**src/rtl/weight_stream_source_if.sv**
```systemverilog
// Weight beat stream towards the weight buffer plus the weight SRAM read port.
// The master side is the stream source; the slave side is the buffer/SRAM.
interface weight_stream_source_if #(
   parameter int unsigned ADDR_W = 16
);
   logic              mem_req;
   logic              mem_data_valid;
   logic [63:0]       weight_data;
   logic              rd_en;
   logic [ADDR_W-1:0] rd_addr;
   logic [63:0]       rd_data;
   logic              rd_valid;

   modport master (
      input  mem_req, rd_data, rd_valid,
      output mem_data_valid, weight_data, rd_en, rd_addr
   );

   modport slave (
      output mem_req, rd_data, rd_valid,
      input  mem_data_valid, weight_data, rd_en, rd_addr
   );
endinterface

```
**src/rtl/weight_stream_source.sv**
```systemverilog
// Streams N 64-bit weight words from a fixed-latency SRAM through a small credit-managed FIFO.
// cur_mode encoding: 0=MODE1, 1=MODE2, 2=MODE3, 3=MODE4.
module weight_stream_source #(
   parameter int unsigned ADDR_W     = 16,
   parameter int unsigned RD_LATENCY = 2,
   parameter int unsigned FIFO_DEPTH = 4
) (
   input  logic                   clk,
   input  logic                   rst_n,
   input  logic [1:0]             cur_mode,
   input  logic                   start,
   input  logic [ADDR_W-1:0]      base_addr,
   input  logic                   flush,
   output logic                   busy,
   output logic                   done,
   weight_stream_source_if.master bus
);

   localparam int unsigned CntW  = $clog2(FIFO_DEPTH + 1);
   localparam int unsigned PtrW  = (FIFO_DEPTH > 1) ? $clog2(FIFO_DEPTH) : 1;
   localparam int unsigned BeatW = 7;

   localparam logic [1:0] Mode1 = 2'd0;
   localparam logic [1:0] Mode2 = 2'd1;
   localparam logic [1:0] Mode3 = 2'd2;
   localparam logic [1:0] Mode4 = 2'd3;

   typedef enum logic [1:0] {StIdle, StStream, StDone} state_e;

   state_e            state_q;
   logic [1:0]        mode_q;
   logic [BeatW-1:0]  n_q;
   logic [ADDR_W-1:0] base_q;
   logic [BeatW-1:0]  issue_cnt_q;
   logic [BeatW-1:0]  xfer_cnt_q;
   logic              push_odd_q;
   logic [CntW-1:0]   inflight_q;
   logic [CntW-1:0]   drop_cnt_q;
   logic              busy_q;
   logic              done_q;

   logic [63:0]       fifo_mem_q [FIFO_DEPTH];
   logic [PtrW-1:0]   wr_ptr_q;
   logic [PtrW-1:0]   rd_ptr_q;
   logic [CntW-1:0]   fifo_cnt_q;

   logic              rd_en;
   logic              fifo_push;
   logic              fifo_pop;
   logic              fifo_full;
   logic              mem_data_valid;
   logic              credit_ok;
   logic [CntW:0]     credit_sum;
   logic [63:0]       push_data;

   function automatic logic [PtrW-1:0] ptr_inc(input logic [PtrW-1:0] p);
      return (p == PtrW'(FIFO_DEPTH - 1)) ? '0 : p + 1'b1;
   endfunction

   function automatic logic [BeatW-1:0] beats_for(input logic [1:0] mode);
      logic [BeatW-1:0] n;
      unique case (mode)
         Mode1, Mode2: n = BeatW'(88);
         Mode3:        n = BeatW'(20);
         Mode4:        n = BeatW'(12);
         default:      n = BeatW'(88);
      endcase
      return n;
   endfunction

   always_comb begin
      credit_sum     = {1'b0, fifo_cnt_q} + {1'b0, inflight_q};
      credit_ok      = credit_sum < (CntW + 1)'(FIFO_DEPTH);
      // Reads stay blocked until every stale return from an aborted stream has drained.
      rd_en          = (state_q == StStream) && !flush && (drop_cnt_q == '0) &&
                       (issue_cnt_q < n_q) && credit_ok;
      fifo_push      = bus.rd_valid && (drop_cnt_q == '0);
      fifo_full      = (fifo_cnt_q == CntW'(FIFO_DEPTH));
      mem_data_valid = (state_q == StStream) && (fifo_cnt_q != '0);
      fifo_pop       = mem_data_valid && bus.mem_req;
      // Second beat of a MODE1/MODE2 row only carries 24 meaningful bits.
      if (((mode_q == Mode1) || (mode_q == Mode2)) && push_odd_q) begin
         push_data = {40'b0, bus.rd_data[23:0]};
      end else begin
         push_data = bus.rd_data;
      end
   end

   always_ff @(posedge clk) begin
      if (rst_n) begin
         state_q     <= StIdle;
         mode_q      <= Mode1;
         n_q         <= '0;
         base_q      <= '0;
         issue_cnt_q <= '0;
         xfer_cnt_q  <= '0;
         push_odd_q  <= 1'b0;
         inflight_q  <= '0;
         drop_cnt_q  <= '0;
         busy_q      <= 1'b0;
         done_q      <= 1'b0;
         wr_ptr_q    <= '0;
         rd_ptr_q    <= '0;
         fifo_cnt_q  <= '0;
      end else if (flush) begin
         state_q     <= StIdle;
         issue_cnt_q <= '0;
         xfer_cnt_q  <= '0;
         push_odd_q  <= 1'b0;
         inflight_q  <= '0;
         // A return arriving in this very cycle is discarded here, not counted.
         drop_cnt_q  <= drop_cnt_q + inflight_q - CntW'(bus.rd_valid);
         busy_q      <= 1'b0;
         done_q      <= 1'b0;
         wr_ptr_q    <= '0;
         rd_ptr_q    <= '0;
         fifo_cnt_q  <= '0;
      end else begin
         done_q <= 1'b0;

         if (rd_en) begin
            issue_cnt_q <= issue_cnt_q + 1'b1;
         end
         inflight_q <= inflight_q + CntW'(rd_en) - CntW'(fifo_push);
         if (bus.rd_valid && (drop_cnt_q != '0)) begin
            drop_cnt_q <= drop_cnt_q - 1'b1;
         end

         if (fifo_push) begin
            fifo_mem_q[wr_ptr_q] <= push_data;
            wr_ptr_q             <= ptr_inc(wr_ptr_q);
            push_odd_q           <= ~push_odd_q;
         end
         if (fifo_pop) begin
            rd_ptr_q   <= ptr_inc(rd_ptr_q);
            xfer_cnt_q <= xfer_cnt_q + 1'b1;
         end
         if (fifo_push && !fifo_pop) begin
            fifo_cnt_q <= fifo_cnt_q + 1'b1;
         end else if (!fifo_push && fifo_pop) begin
            fifo_cnt_q <= fifo_cnt_q - 1'b1;
         end

         unique case (state_q)
            StIdle: begin
               if (start) begin
                  state_q     <= StStream;
                  mode_q      <= cur_mode;
                  n_q         <= beats_for(cur_mode);
                  base_q      <= base_addr;
                  issue_cnt_q <= '0;
                  xfer_cnt_q  <= '0;
                  push_odd_q  <= 1'b0;
                  busy_q      <= 1'b1;
               end
            end
            StStream: begin
               if (fifo_pop && ((xfer_cnt_q + 1'b1) == n_q)) begin
                  state_q <= StDone;
                  busy_q  <= 1'b0;
                  done_q  <= 1'b1;
               end
            end
            StDone: begin
               state_q <= StIdle;
            end
            default: begin
               state_q <= StIdle;
            end
         endcase
      end
   end

   // Shadow of issued reads, used only to check the SRAM latency contract.
   logic [RD_LATENCY-1:0] rd_pipe_q;

   always_ff @(posedge clk) begin
      if (rst_n) begin
         rd_pipe_q <= '0;
      end else begin
         rd_pipe_q <= RD_LATENCY'({rd_pipe_q, rd_en});
      end
   end

   assert property (@(posedge clk) disable iff (rst_n)
      !(fifo_push && !fifo_pop && fifo_full));

   assert property (@(posedge clk) disable iff (rst_n)
      bus.rd_valid == rd_pipe_q[RD_LATENCY-1]);

   assign bus.rd_en          = rd_en;
   assign bus.rd_addr        = base_q + ADDR_W'(issue_cnt_q);
   assign bus.mem_data_valid = mem_data_valid;
   assign bus.weight_data    = (fifo_cnt_q != '0) ? fifo_mem_q[rd_ptr_q] : '0;
   assign busy               = busy_q;
   assign done               = done_q;

endmodule

```
**src/flat_wrapper.sv**
```systemverilog
// flat-port wrapper written by rule: the top's interface ports become plain ports
module weight_stream_source_flat 
#(
   parameter int unsigned ADDR_W     = 16,
   parameter int unsigned RD_LATENCY = 2,
   parameter int unsigned FIFO_DEPTH = 4
)
  (clk, rst_n, cur_mode, start, base_addr, flush, busy, done, bus_mem_req, bus_rd_data, bus_rd_valid, bus_mem_data_valid, bus_weight_data, bus_rd_en, bus_rd_addr);
  weight_stream_source_if #(.ADDR_W(ADDR_W)) bus_i ();
  input  logic clk;
  input  logic rst_n;
  input  logic [1:0] cur_mode;
  input  logic start;
  input  logic [ADDR_W-1:0] base_addr;
  input  logic flush;
  output logic busy;
  output logic done;
  input wire logic [$bits(bus_i.mem_req)-1:0] bus_mem_req;
  input wire logic [$bits(bus_i.rd_data)-1:0] bus_rd_data;
  input wire logic [$bits(bus_i.rd_valid)-1:0] bus_rd_valid;
  output wire logic [$bits(bus_i.mem_data_valid)-1:0] bus_mem_data_valid;
  output wire logic [$bits(bus_i.weight_data)-1:0] bus_weight_data;
  output wire logic [$bits(bus_i.rd_en)-1:0] bus_rd_en;
  output wire logic [$bits(bus_i.rd_addr)-1:0] bus_rd_addr;
  assign bus_i.mem_req = bus_mem_req;
  assign bus_i.rd_data = bus_rd_data;
  assign bus_i.rd_valid = bus_rd_valid;
  assign bus_mem_data_valid = bus_i.mem_data_valid;
  assign bus_weight_data = bus_i.weight_data;
  assign bus_rd_en = bus_i.rd_en;
  assign bus_rd_addr = bus_i.rd_addr;
  weight_stream_source #(.ADDR_W(ADDR_W), .RD_LATENCY(RD_LATENCY), .FIFO_DEPTH(FIFO_DEPTH)) u_core (.clk(clk), .rst_n(rst_n), .cur_mode(cur_mode), .start(start), .base_addr(base_addr), .flush(flush), .busy(busy), .done(done), .bus(bus_i));
endmodule
```
**config.mk**
```make
export PLATFORM = sky130hd
export DESIGN_NAME = weight_stream_source_flat
export DESIGN_NICKNAME = d
export VERILOG_FILES = /design/src/rtl/weight_stream_source_if.sv /design/src/rtl/weight_stream_source.sv /design/src/flat_wrapper.sv
export SDC_FILE = /design/constraint.sdc
export NUM_CORES = 1
export LEC_CHECK = 0
export CAP_MARGIN = 20
export CORE_MARGIN = 2
export CORE_UTILIZATION = 35
export CTS_CLUSTER_DIAMETER = 40
export DETAILED_ROUTE_END_ITERATION = 8
export HOLD_SLACK_MARGIN = 0.02
export PLACE_DENSITY = 0.64
export SLEW_MARGIN = 15
export SYNTH_ARGS = -nofsm -noshare
export SYNTH_HDL_FRONTEND = slang
export SYNTH_SLANG_ARGS = --single-unit
```
**constraint.sdc**
```tcl
create_clock -name clk -period 4 [get_ports clk]
set_input_delay 0.8 -clock clk [delete_from_list [all_inputs] [get_ports clk]]
set_output_delay 0.8 -clock clk [all_outputs]
set_load 0.01 [all_outputs]
```
==> impl_metrics.json <==
{
  "status": "completed",
  "drt-initial-drc-count": 317,
  "min_to": "u_core.base_q[4]",
  "grt_start_max_net_pins": 65,
  "hp-start": "u_core.base_q[4]",
  "top_layer_used": "met5",
  "wl_met1_um": 11600,
  "dieArea_mm2": 0.0389,
  "htreeDepth": 2,
  "final_cell_mix": "256 x edfxtp_1, 170 x clkdlybuf4s50_1, 108 x and2_1",
  "synthDistinctLibCells": 56,
  "cts_max_path_buffers": 3,
  "yosysWarningCount": 0,
  "powerDensity_mw_per_mm2": 523,
  "cp_slowest_cell": "clkdlybuf4s50_1",
  "wl_met2_um": 13600,
  "syn_avg_cell_area_um2": 15.8,
  "grt_pass1_vias": 7915,
  "num_vias": 7416,
  "worstMarginPinSlew_ns": 0.673,
  "pin_count": 172,
  "relSlewSlack_pct": 54.0,
  "synthCells": 828,
  "rrSetupSlack_ns": 0.97,
  "finalSetupViolCount": 0,
  "grt_pass1_wl_um": 43300,
  "path_class": "reg2out",
  "drive_above_1_share_pct": 17.3,
  "regToRegStartpoint": "u_core.fifo_cnt_q[0]",
  "area_delta_synth_final_pct": 31.0,
  "syn_nets": 948,
  "final_design_area_no_fill_mm2": 0.0171,
  "reg2regPathDepth": 9,
  "max_freq_mhz": 262,
  "drv_slew": 0,
  "std_cell_rows": 70,
  "synth_enable_flop_cells": 256,
  "cts_sinks": 311,
  "overflow": 0,
  "ant_nets": 0,
  "critPathRequiredTime_ns": 3.20,
  "wl_met3_um": 1790,
  "wl_per_cell_um": 18.0,
  "p_leak_uw": 0.00572,
  "hold_viol_final": 0,
  "ys_seq_elements": 311,
  "final_core_util_pct": 46.7,
  "crit_chain": "ha_1 -> inv_1 -> fa_1 -> nor2b_1 -> o31ai_1 -> a21oi_2 -> nand4_1 -> xnor2_1 -> clkdlybuf4s50_1",
  "clock-root-buffer": "clkbuf_16",
  "portBuffers": 171,
  "nets": 1145,
  "tns_ns": 0,
  "clk-insertion-delay-late_ns": 0.55,
  "hp-class": "reg2reg",
  "critPathCaptureType": "primary output",
  "initial_core_util_pct": 35.6,
  "grt_antenna_before_repair": 4,
  "cap_violations": 0,
  "fp.dieH_um": 197,
  "worstPathArrival_ns": 3.02,
  "place_area_mm2": 0.0155,
  "core_mm2": 0.0367,
  "drc": 0,
  "syn-cell-area_mm2": 0.0131,
  "multi_input_area_mm2": 0.00404,
  "hpwl_um": 17200,
  "slowest_delay_ns": 0.56,
  "globalRouteTotalUtil_pct": 14.4,
  "fin_skew_ns": 0.0166,
  "gp_congestion": 0.771,
  "worst_setup_path_start_kind": "register",
  "dr.pass1.iters": 4,
  "layout_commonest_cell": "edfxtp_1",
  "ys_seq_area_share_pct": 67.2,
  "die_w_um": 197,
  "fin_crit_ns": 3.82,
  "finalWirelength_um": 27500,
  "rsz0062_at_grt": "no",
  "vias_per_cell": 4.85,
  "r2r-end": "u_core.fifo_cnt_q[2]",
  "n_fill_cell": 3201,
  "synth_ff_type": "edfxtp_1",
  "min_period_over_period_pct": 95.6,
  "crit_fanout": 5,
  "numCtsBuffers": 46,
  "clkSlewWorstSetupHoldPaths_ns": 0.05,
  "holdPathStages": 2,
  "async_flop_share_pct": 0,
  "ir_drop_mv": 0.343,
  "cts_tree": "yes",
  "seq_area_mm2": 0.00880
}
logic make-up (layout without fill, tap and decap cells):
logic type / after synthesis / after routing / synth area share [%]
AND/OR/NAND/NOR: 248 / 248 / 10.3
other: 0 / 1 / 0
AO/OA/AOI/OAI: 67 / 67 / 3.36
multiplexers: 69 / 69 / 11.5
buffers and inverters: 66 / 299 / 2.01
adder cells (fa/ha/maj): 32 / 32 / 3.29
flip-flops: 311 / 311 / 67.2
XOR/XNOR: 35 / 35 / 2.34
what timing repair did:
item | in CTS | in global routing
resized for setup | 1 | 2
endpoints found under the setup margin | 2 | 4
pin swaps | 0 | 1
gates cloned | 0 | 0
hold buffers | 0 | 0
setup buffers | 0 | 0
worst max-delay path by stage:
stage,startpoint,end,slack [ns],cells past startpoint
finish,u_core.issue_cnt_q[0],bus_rd_addr[10],0.18,9
CTS,u_core.issue_cnt_q[0],bus_rd_addr[10],0.06,9
detailed placement,flush,bus_rd_en,0.50,5
global placement,flush,bus_rd_en,0.50,5
global route,u_core.issue_cnt_q[0],bus_rd_addr[10],0.0002,9
floorplan,flush,u_core.fifo_mem_q[0][0],0.61,4
cell type report:
| type | count | share of cell area [%] |
|---|---|---|
| Clock buffer | 51 | 6.83 |
| Tap cell | 468 | 3.42 |
| Inverter | 26 | 0.570 |
| Clock inverter | 33 | 2.90 |
| Antenna cell | 1 | 0.0146 |
| Timing Repair Buffer | 189 | 11.3 |
| Sequential cell | 311 | 51.4 |
| Multi-Input combinational cell | 451 | 23.6 |
per-layer routing:
| layer | vias up | global-route usage, % |
|---|---|---|
| met5 | - | 0 |
| met4 | 4 | 4.32 |
| met3 | 42 | 4.01 |
| met2 | 206 | 24.8 |
| met1 | 3657 | 17.6 |
| li1 | 3507 | - |
critical path: cells and delay by family (launching register included):
kind / cells / cell delay, ns
buffers and inverters: 2 / 0.63
xor gates and xnor gates: 1 / 0.15
adders and majority gates: 2 / 0.64
AOI/OAI and AO/OA: 2 / 0.39
DFF: 1 / 0.37
and+or+nand+nor: 2 / 0.31
registers in the layout, indices dropped and copies added (netlist names), 2 cells and up, named ones only:
name and flops:
u_core.fifo_mem_q 256, u_core.base_q 16, u_core.issue_cnt_q 7, u_core.xfer_cnt_q 7, u_core.n_q 4, u_core.drop_cnt_q 3
u_core.fifo_cnt_q 3, u_core.inflight_q 3, u_core.rd_ptr_q 2, u_core.state_q 2, u_core.wr_ptr_q 2
cell usage after synthesis (all sizes together), types with 10 or more instances:
cell type    n  share of area (%)
xor2        10               0.67
a21oi       34                1.4
dfxtp       55                8.4
nand2       50                1.4
clkbuf      30               0.86
nor2        35                1.0
inv         26               0.75
edfxtp     256                 59
buf         10               0.40
mux4        64                 11
nand3       12               0.46
ha          28                2.7
xnor2       25                1.7
and2       113                5.4
stage by stage:
step	power [uW]	std cells	setup slack [ns]	hold slack, ns
6_report	8950	1530	0.176	0.461
5_1_grt	9300	1529	0.000238	0.492
4_1_cts	9080	1529	0.0649	0.463
3_5_place_dp	4780	1445	0.500	0.456
3_3_place_gp	4760	1445	0.497	0.447
2_1_floorplan	4240	828	0.612	0.431
where the power goes:
group          internal, uW  leakage [uW]  switching, uW  total [uW]
Clock                  2750      0.000812           1520        4270
Sequential             3610       0.00276           40.2        3650
Combinational           541       0.00215            498        1040
Total                  6890       0.00572           2060        8950
(Power assumes the default switching activity.)
